===== config.mk =====
export PLATFORM = sky130hd
export DESIGN_NAME = sfx_trigger_player
export DESIGN_NICKNAME = d
export VERILOG_FILES = /design/src/rtl/sfx_pkg.sv /design/src/rtl/sample_tick_gen.sv /design/src/rtl/sfx_trigger_player.sv
export SDC_FILE = /design/constraint.sdc
export NUM_CORES = 1
export LEC_CHECK = 0
export CAP_MARGIN = 20
export CORE_ASPECT_RATIO = 0.8
export CORE_UTILIZATION = 40
export CTS_CLUSTER_DIAMETER = 150
export DETAILED_ROUTE_END_ITERATION = 16
export SLEW_MARGIN = 20
export SYNTH_ARGS = -nofsm -noshare
export SYNTH_HDL_FRONTEND = slang
export SYNTH_SLANG_ARGS = --single-unit

===== constraint.sdc =====
create_clock -name CLK -period 3.6 [get_ports CLK]
set_input_delay 0.36 -clock CLK [delete_from_list [all_inputs] [get_ports CLK]]
set_output_delay 0.36 -clock CLK [all_outputs]
set_load 0.03 [all_outputs]

===== src/rtl/sfx_pkg.sv =====
// Shared types and effect address tables for the event-triggered SFX player.
// The tables mirror the sample ROM .coe layout; index 0 is the highest priority.
package sfx_pkg;

    typedef enum logic [1:0] {
        IDLE  = 2'd0,
        PLAY  = 2'd1,
        DRAIN = 2'd2
    } sfx_state_t;

    typedef logic [1:0] sfx_id_t;

    localparam logic [7:0] SILENCE = 8'h80;

    // Packed as {id3, id2, id1, id0}; id3 deliberately straddles the top of the ROM.
    localparam logic [3:0][17:0] SFX_START = {18'h3FFFE, 18'h00200, 18'h00100, 18'h00010};
    localparam logic [3:0][17:0] SFX_LEN   = {18'd6,     18'd4,     18'd5,     18'd3};

endpackage


===== src/rtl/sample_tick_gen.sv =====
// Free-running divider producing a one-clock strobe every DIV clocks.
// The strobe is high while the count sits at DIV-1.
module sample_tick_gen #(
    parameter int DIV = 6250
) (
    input  logic clk,
    input  logic rst,
    output logic sample_tick
);

    localparam int CNT_W = (DIV > 1) ? $clog2(DIV) : 1;
    localparam logic [CNT_W-1:0] LAST = CNT_W'(DIV - 1);

    logic [CNT_W-1:0] cnt_q;
    logic [CNT_W-1:0] cnt_d;

    always_comb begin
        cnt_d = (cnt_q == LAST) ? '0 : cnt_q + CNT_W'(1);
    end

    always_ff @(posedge clk or posedge rst) begin
        if (rst) begin
            cnt_q <= '0;
        end else begin
            cnt_q <= cnt_d;
        end
    end

    assign sample_tick = (cnt_q == LAST);

endmodule


===== src/rtl/sfx_trigger_player.sv =====
// One-shot sound-effect player: priority-arbitrates event pulses on each sample
// tick, walks the chosen effect's ROM range and latches PCM for the PWM stage.
module sfx_trigger_player
    import sfx_pkg::*;
#(
    parameter int CLK_HZ    = 100_000_000,
    parameter int SAMPLE_HZ = 16_000,
    parameter int ADDR_W    = 18,
    parameter int NUM_SFX   = 4,
    parameter int ROM_LAT   = 2
) (
    input  logic                       CLK,
    input  logic                       RESET,
    input  logic [NUM_SFX-1:0]         trigger,
    output logic [ADDR_W-1:0]          rom_addr,
    input  logic [7:0]                 rom_data,
    output logic [7:0]                 audio_sample_out,
    output logic                       sample_tick,
    output logic                       busy,
    output logic [$clog2(NUM_SFX)-1:0] active_id,
    output sfx_state_t                 state_dbg
);

    localparam int DIV  = CLK_HZ / SAMPLE_HZ;
    localparam int ID_W = $clog2(NUM_SFX);

    sfx_state_t         state_q, state_d;
    logic [NUM_SFX-1:0] pending_q, pending_d, pend_all;
    logic [ADDR_W-1:0]  cur_q, cur_d, end_q, end_d, rom_addr_q, rom_addr_d;
    logic [ADDR_W-1:0]  start_addr, start_end, fetch_addr, fetch_end;
    logic [ID_W-1:0]    active_q, active_d, sel_id;
    logic [7:0]         audio_q, audio_d;
    logic               busy_q, busy_d;
    logic [ROM_LAT:0]   strb_q, strb_d;
    logic [17:0]        sel_len;
    logic               sel_valid, start, fetch;

    sample_tick_gen #(.DIV(DIV)) u_tick (
        .clk         (CLK),
        .rst         (RESET),
        .sample_tick (sample_tick)
    );

    // Triggers landing in the tick cycle itself join that tick's arbitration.
    always_comb begin
        pend_all  = pending_q | trigger;
        sel_valid = |pend_all;
        sel_id    = '0;
        for (int i = NUM_SFX - 1; i >= 0; i--) begin
            if (pend_all[i]) sel_id = ID_W'(i);
        end
        sel_len    = SFX_LEN[sel_id];
        start_addr = ADDR_W'(SFX_START[sel_id]);
        start_end  = start_addr + ADDR_W'(sel_len) - ADDR_W'(1);
        // Only a running effect filters by priority; a draining one has finished.
        start      = sample_tick && sel_valid &&
                     ((state_q != PLAY) || (sel_id <= active_q));
    end

    always_comb begin
        if (start) assert (sel_len != '0);
    end

    always_comb begin
        state_d    = state_q;
        cur_d      = cur_q;
        end_d      = end_q;
        rom_addr_d = rom_addr_q;
        active_d   = active_q;
        fetch      = 1'b0;
        fetch_addr = cur_q;
        fetch_end  = end_q;

        if (start) begin
            fetch_addr = start_addr;
            fetch_end  = start_end;
            active_d   = sel_id;
        end

        if (sample_tick) begin
            if (start || (state_q == PLAY)) begin
                fetch      = 1'b1;
                rom_addr_d = fetch_addr;
                end_d      = fetch_end;
                if (fetch_addr == fetch_end) begin
                    state_d = DRAIN;
                end else begin
                    state_d = PLAY;
                    cur_d   = fetch_addr + ADDR_W'(1);
                end
            end else if (state_q == DRAIN) begin
                state_d = IDLE;
            end
        end

        pending_d = sample_tick ? '0 : pend_all;

        // The strobe reaches the top bit when rom_data holds the fetched byte.
        strb_d    = strb_q << 1;
        strb_d[0] = fetch;

        audio_d = audio_q;
        if (strb_q[ROM_LAT]) audio_d = rom_data;
        if (state_d == IDLE) audio_d = SILENCE;

        busy_d = (state_d != IDLE);
    end

    always_ff @(posedge CLK or posedge RESET) begin
        if (RESET) begin
            state_q    <= IDLE;
            pending_q  <= '0;
            cur_q      <= '0;
            end_q      <= '0;
            rom_addr_q <= '0;
            active_q   <= '0;
            audio_q    <= SILENCE;
            busy_q     <= 1'b0;
            strb_q     <= '0;
        end else begin
            state_q    <= state_d;
            pending_q  <= pending_d;
            cur_q      <= cur_d;
            end_q      <= end_d;
            rom_addr_q <= rom_addr_d;
            active_q   <= active_d;
            audio_q    <= audio_d;
            busy_q     <= busy_d;
            strb_q     <= strb_d;
        end
    end

    assign rom_addr         = rom_addr_q;
    assign audio_sample_out = audio_q;
    assign busy             = busy_q;
    assign active_id        = active_q;
    assign state_dbg        = state_q;

endmodule


# ---- Word-level counts from Yosys, hierarchy flattened
# Cells that the tools add are included.
dict set report classes {
  mux 20
  add_sub_neg 4
  bitwise_logic 2
  n_eq_ne 5
  reduce_logical 10
  magnitude_cmp 2
}
# op n
set op_table {}
lappend op_table {{$bmux W18 S2} 2}
lappend op_table {{$mux W18} 4}
lappend op_table {{$add A18 B1 Y18 const B} 1}
lappend op_table {{$add A18 B18 Y18} 1}
lappend op_table {{$eq A18 B18 Y1} 1}
lappend op_table {{$sub A18 B1 Y18 const B} 1}
lappend op_table {{$mux W2} 8}
lappend op_table {{$mux W8} 2}
lappend op_table {{$add A13 B1 Y13 const B} 1}
lappend op_table {{$eq A13 B13 Y1 const B} 1}
lappend op_table {{$mux W13} 1}
lappend op_table {{$mux W4} 1}
lappend op_table {{$or A4 B4 Y4} 1}
lappend op_table {{$reduce_bool A2 Y1} 2}
lappend op_table {{$reduce_or A4 Y1} 1}
lappend op_table {{$lt A2 B3 Y1 const B} 1}
lappend op_table {{$reduce_and A3 Y1} 1}
lappend op_table {{$eq A2 B1 Y1 const B} 1}
lappend op_table {{$eq A2 B2 Y1 const B} 1}
lappend op_table {{$le A2 B2 Y1} 1}
lappend op_table {{$logic_and A1 B1 Y1} 2}
lappend op_table {{$logic_not A2 Y1} 1}
lappend op_table {{$logic_or A1 B1 Y1} 2}
lappend op_table {{$mux W1} 2}
lappend op_table {{3 further kinds} 3}
dict set report totals {
  regBits 87
  output_inout_bits 32
  in_bits 14
  word_cells 53
}

# ---- Depth between registers and ports, before layout
dict set report logic_depth {
  ltp_word 16
  depth_mapped 18
  ltp_nobuf 16
}

# ---- By module
# A second synthesis with hierarchy kept.
dict set report unflattened {
  cells_unflattened 478
  area_unflattened_um2 4606.9
}
# module n_inst area_per_inst_um2 seq_area_each_um2 cells_per_inst
set by_module_without_submodules {}
lappend by_module_without_submodules {sfx_trigger_player 1 3966.3 1853.0 416}
lappend by_module_without_submodules {sample_tick_gen 1 640.6 325.3 62}

# ---- Worst setup path after synthesis
# Ideal clock, no wire load.
dict set report synth_path {
  path_kind {input to register}
  startpoint {input trigger[3]}
  endpoint {register cur_q[16]}
  setup_time_ns 0.111
  required_ns 3.489
  setup_slack_ns -0.181
  arrival_ns 3.670
  cell_stages 18
  path_buffers 2
  path_cell_list {nor2_1 nand2_1 and3_1 clkbuf_1 ha_1 nor2b_1 o211ai_1 nand3_1 clkbuf_1 nand2_1 nand2_1 ha_1 nand3_1 a31oi_1 a31oi_4 nand2b_4 o311a_1 a2111oi_2}
}
# item line
set synth_lines {}
lappend synth_lines {{start, declared} sfx_trigger_player.sv:14} ;# input logic [NUM_SFX-1:0] trigger,
lappend synth_lines {{$or A4 B4 Y4 (*)} sfx_trigger_player.sv:46} ;# pend_all = pending_q | trigger;
lappend synth_lines {{$mux W2 (*) (4 in series)} sfx_trigger_player.sv:50} ;# if (pend_all[i]) sel_id = ID_W'(i);
lappend synth_lines {{named net sel_id[1]} sfx_trigger_player.sv:31} ;# logic [ID_W-1:0] active_q, active_d, sel_id;
lappend synth_lines {{$le A2 B2 Y1} sfx_trigger_player.sv:57} ;# ((state_q != PLAY) || (sel_id <= active_q));
lappend synth_lines {{$logic_or A1 B1 Y1} sfx_trigger_player.sv:57}
lappend synth_lines {{$logic_and A1 B1 Y1} sfx_trigger_player.sv:56} ;# start = sample_tick && sel_valid &&
lappend synth_lines {{$mux W18 (*)} sfx_trigger_player.sv:74} ;# if (start) begin
lappend synth_lines {{named net fetch_addr[1]} sfx_trigger_player.sv:30} ;# logic [ADDR_W-1:0] start_addr, start_end, fetch_addr, fetch_end;
lappend synth_lines {{parallel branches: the longest is 3 deep, another holds $add A18 B1 Y18} --}
lappend synth_lines {{end signal, assigned} sfx_trigger_player.sv:123} ;# cur_q <= cur_d;
lappend synth_lines {{end, declared} sfx_trigger_player.sv:29} ;# logic [ADDR_W-1:0] cur_q, cur_d, end_q, end_d, rom_addr_q, rom_addr_d;
# Mark *: on every way through the listed nets, which the timed path passes. The select of a mux whose other input is x is not followed.
# A chain may end at the register's enable or synchronous reset.

# ---- Worst setup path after layout
dict set report layout_path {
  startpoint {input trigger[3]}
  endpoint {register cur_q[16]}
}
# item line
set layout_lines {}
lappend layout_lines {{$or A4 B4 Y4 (*)} sfx_trigger_player.sv:46}
lappend layout_lines {{$mux W2 (4 in series)} sfx_trigger_player.sv:50}
lappend layout_lines {{$le A2 B2 Y1} sfx_trigger_player.sv:57}
lappend layout_lines {{$logic_or A1 B1 Y1} sfx_trigger_player.sv:57}
lappend layout_lines {{$logic_and A1 B1 Y1} sfx_trigger_player.sv:56}
lappend layout_lines {{$mux W18 (*)} sfx_trigger_player.sv:74}
lappend layout_lines {{named net fetch_addr[1]} sfx_trigger_player.sv:30}
lappend layout_lines {{parallel branches: the longest is 3 deep, another holds $add A18 B1 Y18} --}
# Marked as above.

==> results.cfg <==
[floorplanning]
die_h_um = 94.9
io_pins = 46
dieWidth_um = 118
rows = 33
dieArea_mm2 = 0.0112
start_util_pct = 41.6
core-area_mm2 = 0.0104

[synth]
synth-seq-area-share_pct = 50.5
synth-seq-cells = 87
synth-warning-count = 0
netlist_area_mm2 = 0.00431
yosysUniqueCellTypes = 51
syn_inst = 453
async_flop_share_pct = 100
synth_top_flop_cell = dfrtp_1
synth_edf_count = 0
synth_fp_nets = 480
postSynthAreaPerCell_um2 = 9.52

[placement]
io_buffer_count = 45
gp_congestion = 0.876
dp_hpwl_mm = 7.63

[worst_setup_path]
cp-end-kind = flop
rr_endpoint = cur_q[16]$_DFFE_PP0P_
cp.required_ps = 3840
cp-startpoint = trigger[3]
worstReg2RegStart = pending_q[2]$_DFF_PP0_
cp-start-kind = input port
slowest_stage = clkdlybuf4s50_1
path_buf_inv = 1
r2r_cells = 15
crit_path_max_incr_delay_ps = 440
worst-path-max-fanout = 4
r2r_setup_slack_ps = 350
path_class = input port to flop
crit_path_cell_trace = clkdlybuf4s50_1 -> nor2_4 -> nand2_1 -> and3_1 -> ha_1 -> nor2b_1 -> o211ai_1 -> nand4_1 -> nand2_2 -> ha_4 -> nand3_1 -> a31oi_2 -> a31oi_4 -> nand2b_4 -> o311a_1 -> a2111oi_2
crit_family = compound AO/OA/AOI/OAI gates
cp.arrival_ps = 3580

[timing]
maxSlewViolCount = 0
slew_headroom_pct = 50.1
fmax_mhz = 300
rsz0062_at_grt = false
fin_crit_sh_pct = 92.6
tightest_slew_ps = 748
final-hold-violation-count = 0
post-route-min-period_ps = 3330
clock_skew_ps = 6.20
setup_viol = 0

[detailed_routing]
drc_errors = 0
dr.first_iter.drc_count = 292
viasPerCell = 5.22
routedWlPerCell_um = 15.6
first_pass_iters = 5
ant_nets = 0
via_count = 3500
wirelength_mm = 10.4

[pwr]
p_per_area_mw_per_mm2 = 349
p_comb_share_pct = 1.9
power.switching_fraction_pct = 23.0
seqPwrFrac_pct = 51.1
p_sw_uw = 439
vdd_ir_drop_max_mv = 0.244
p_total_mw = 1.91
clockPowerShare_pct = 47.0
power.leakage_nw = 2.53
p_int_mw = 1.47

[clocking]
clock-sinks = 87
hold_buffers = 0
clk_latency_ps = 350
clock_path_buffers = 2
cts_setup_buffers = 0
cts_resized = 0
clk_pin_slew_ps = 70
htreeDepth = 3
cts_buffers = 9
clockRootBuffer = clkbuf_16
cts_tree = built

[finish]
nets = 552
final_cell_mix = 86 x dfrtp_1, 79 x nand2_1, 45 x clkdlybuf4s50_1
post-route-util_pct = 52.8
fillers = 954
final_common_cell = dfrtp_1
diodes = 0
layout-drive-gt1-share_pct = 14.5
area_growth_pct = 27.1

[min_path]
whs_path_depth = 0
min_to = strb_q[1]$_DFF_PP0_
hp-class = flop to flop
holdCritStartpoint = strb_q[0]$_DFF_PP0_

[grt]
grt_max_degree = 46
grt-ovfl-total = 0
grt_usage_pct = 20.6
grt_pass1_vias = 3321
grt_first_pass_wirelength_mm = 17.7
antenna_found_initial = 0

[job]
timing.max_cap.violations = 0

[outcome]
outcome = complete, no violations
synth_stat cells, types with 4 or more instances:
master    number  area (µm²)
nor2_1        43         161
inv_1         13        48.8
nor3_1         7        35.0
nor4_1         4        25.0
a21oi_1       24         120
ha_1          13         163
clkbuf_1      12        45.0
mux2i_1       11         110
buf_1          4        15.0
buf_2          6        30.0
a311oi_1       4        35.0
nand4b_1       4        35.0
xor2_1        17         149
o21ai_0       36         180
xnor2_1       13         114
dfrtp_1       86        2150
a31oi_1        6        37.5
nand3_1       15        75.1
and2_1         4        25.0
and3_1         7        43.8
nand2_1       80         300
kinds of logic after synthesis:
kind of cell             after synthesis  share of synthesized area [%]
flip-flops                            87                           50.5
buffers and inverters                 37                           3.48
AO/OA/AOI/OAI                         95                           13.8
adder cells (fa/ha/maj)               13                           3.77
XOR/XNOR                              30                           6.10
multiplexers                          13                           3.08
AND/OR/NAND/NOR                      178                           19.2
sequential cells by signal (all words and copies together) (netlist names):
signal,flops
strb_q,3
busy,1
pending_q,4
u_tick.cnt_q,13
cur_q,18
state_dbg,2
rom_addr,18
audio_sample_out,8
end_q,18
active_id,2
worst max path at each step:
stage	to	cells past startpoint
after floorplan	cur_q[16]$_DFFE_PP0P_	16
after global placement	cur_q[16]$_DFFE_PP0P_	16
after detailed placement	cur_q[16]$_DFFE_PP0P_	16
after CTS	cur_q[16]$_DFFE_PP0P_	16
after global routing	cur_q[16]$_DFFE_PP0P_	16
final	cur_q[16]$_DFFE_PP0P_	16
worst register-to-register path, cell delays in order, from the launching register on:
cell and delay [ps]:
dfrtp_1 410, nor2_4 120, nand2_1 50, and3_1 190
ha_1 280, nor2b_1 130, o211ai_1 300, nand4_1 200
nand2_2 150, ha_4 150, nand3_1 80, a31oi_2 270
a31oi_4 50, nand2b_4 160, o311a_1 300, a2111oi_2 320
metal layers:
metal	GRT usage [%]	routed length, µm
met1	31.1	5470
met2	28.7	4260
met3	5.31	582
met4	5.77	109
met5	0	0
power by group through the flow:
stage	Combinational, mW	Sequential, mW	Clock (mW)
detailed placement	0.0387	0.996	0
floorplan	0.0145	0.996	0
CTS	0.0387	0.977	0.922
global route	0.0417	0.976	0.972
finish	0.0368	0.977	0.898
global placement	0.0380	0.996	0
metrics by stage:
| step | setup slack (ps) | std cells | setup TNS (ps) | area, µm² | hold WS [ps] |
|---|---|---|---|---|---|
| 2_1_floorplan | 35.6 | 453 | 0 | 4360 | 331 |
| 4_1_cts | 269 | 670 | 0 | 5480 | 356 |
| 3_3_place_gp | 22.1 | 654 | 0 | 5190 | 335 |
| 3_5_place_dp | -99.3 | 654 | -119 | 5190 | 339 |
| 6_report | 267 | 670 | 0 | 5480 | 350 |
| 5_1_grt | 47.9 | 670 | 0 | 5480 | 368 |
final cells by class:
cell class | instances | area (µm²) | area share, %
clock inverter | 7 | 61.3 | 1.12
clock buffer | 9 | 225 | 4.11
timing repair buffer | 84 | 756 | 13.8
tap | 140 | 175 | 3.20
multi-input combinational | 329 | 2030 | 37.0
inverter | 14 | 53.8 | 0.982
sequential | 87 | 2180 | 39.8
(Power assumes the default switching activity.)
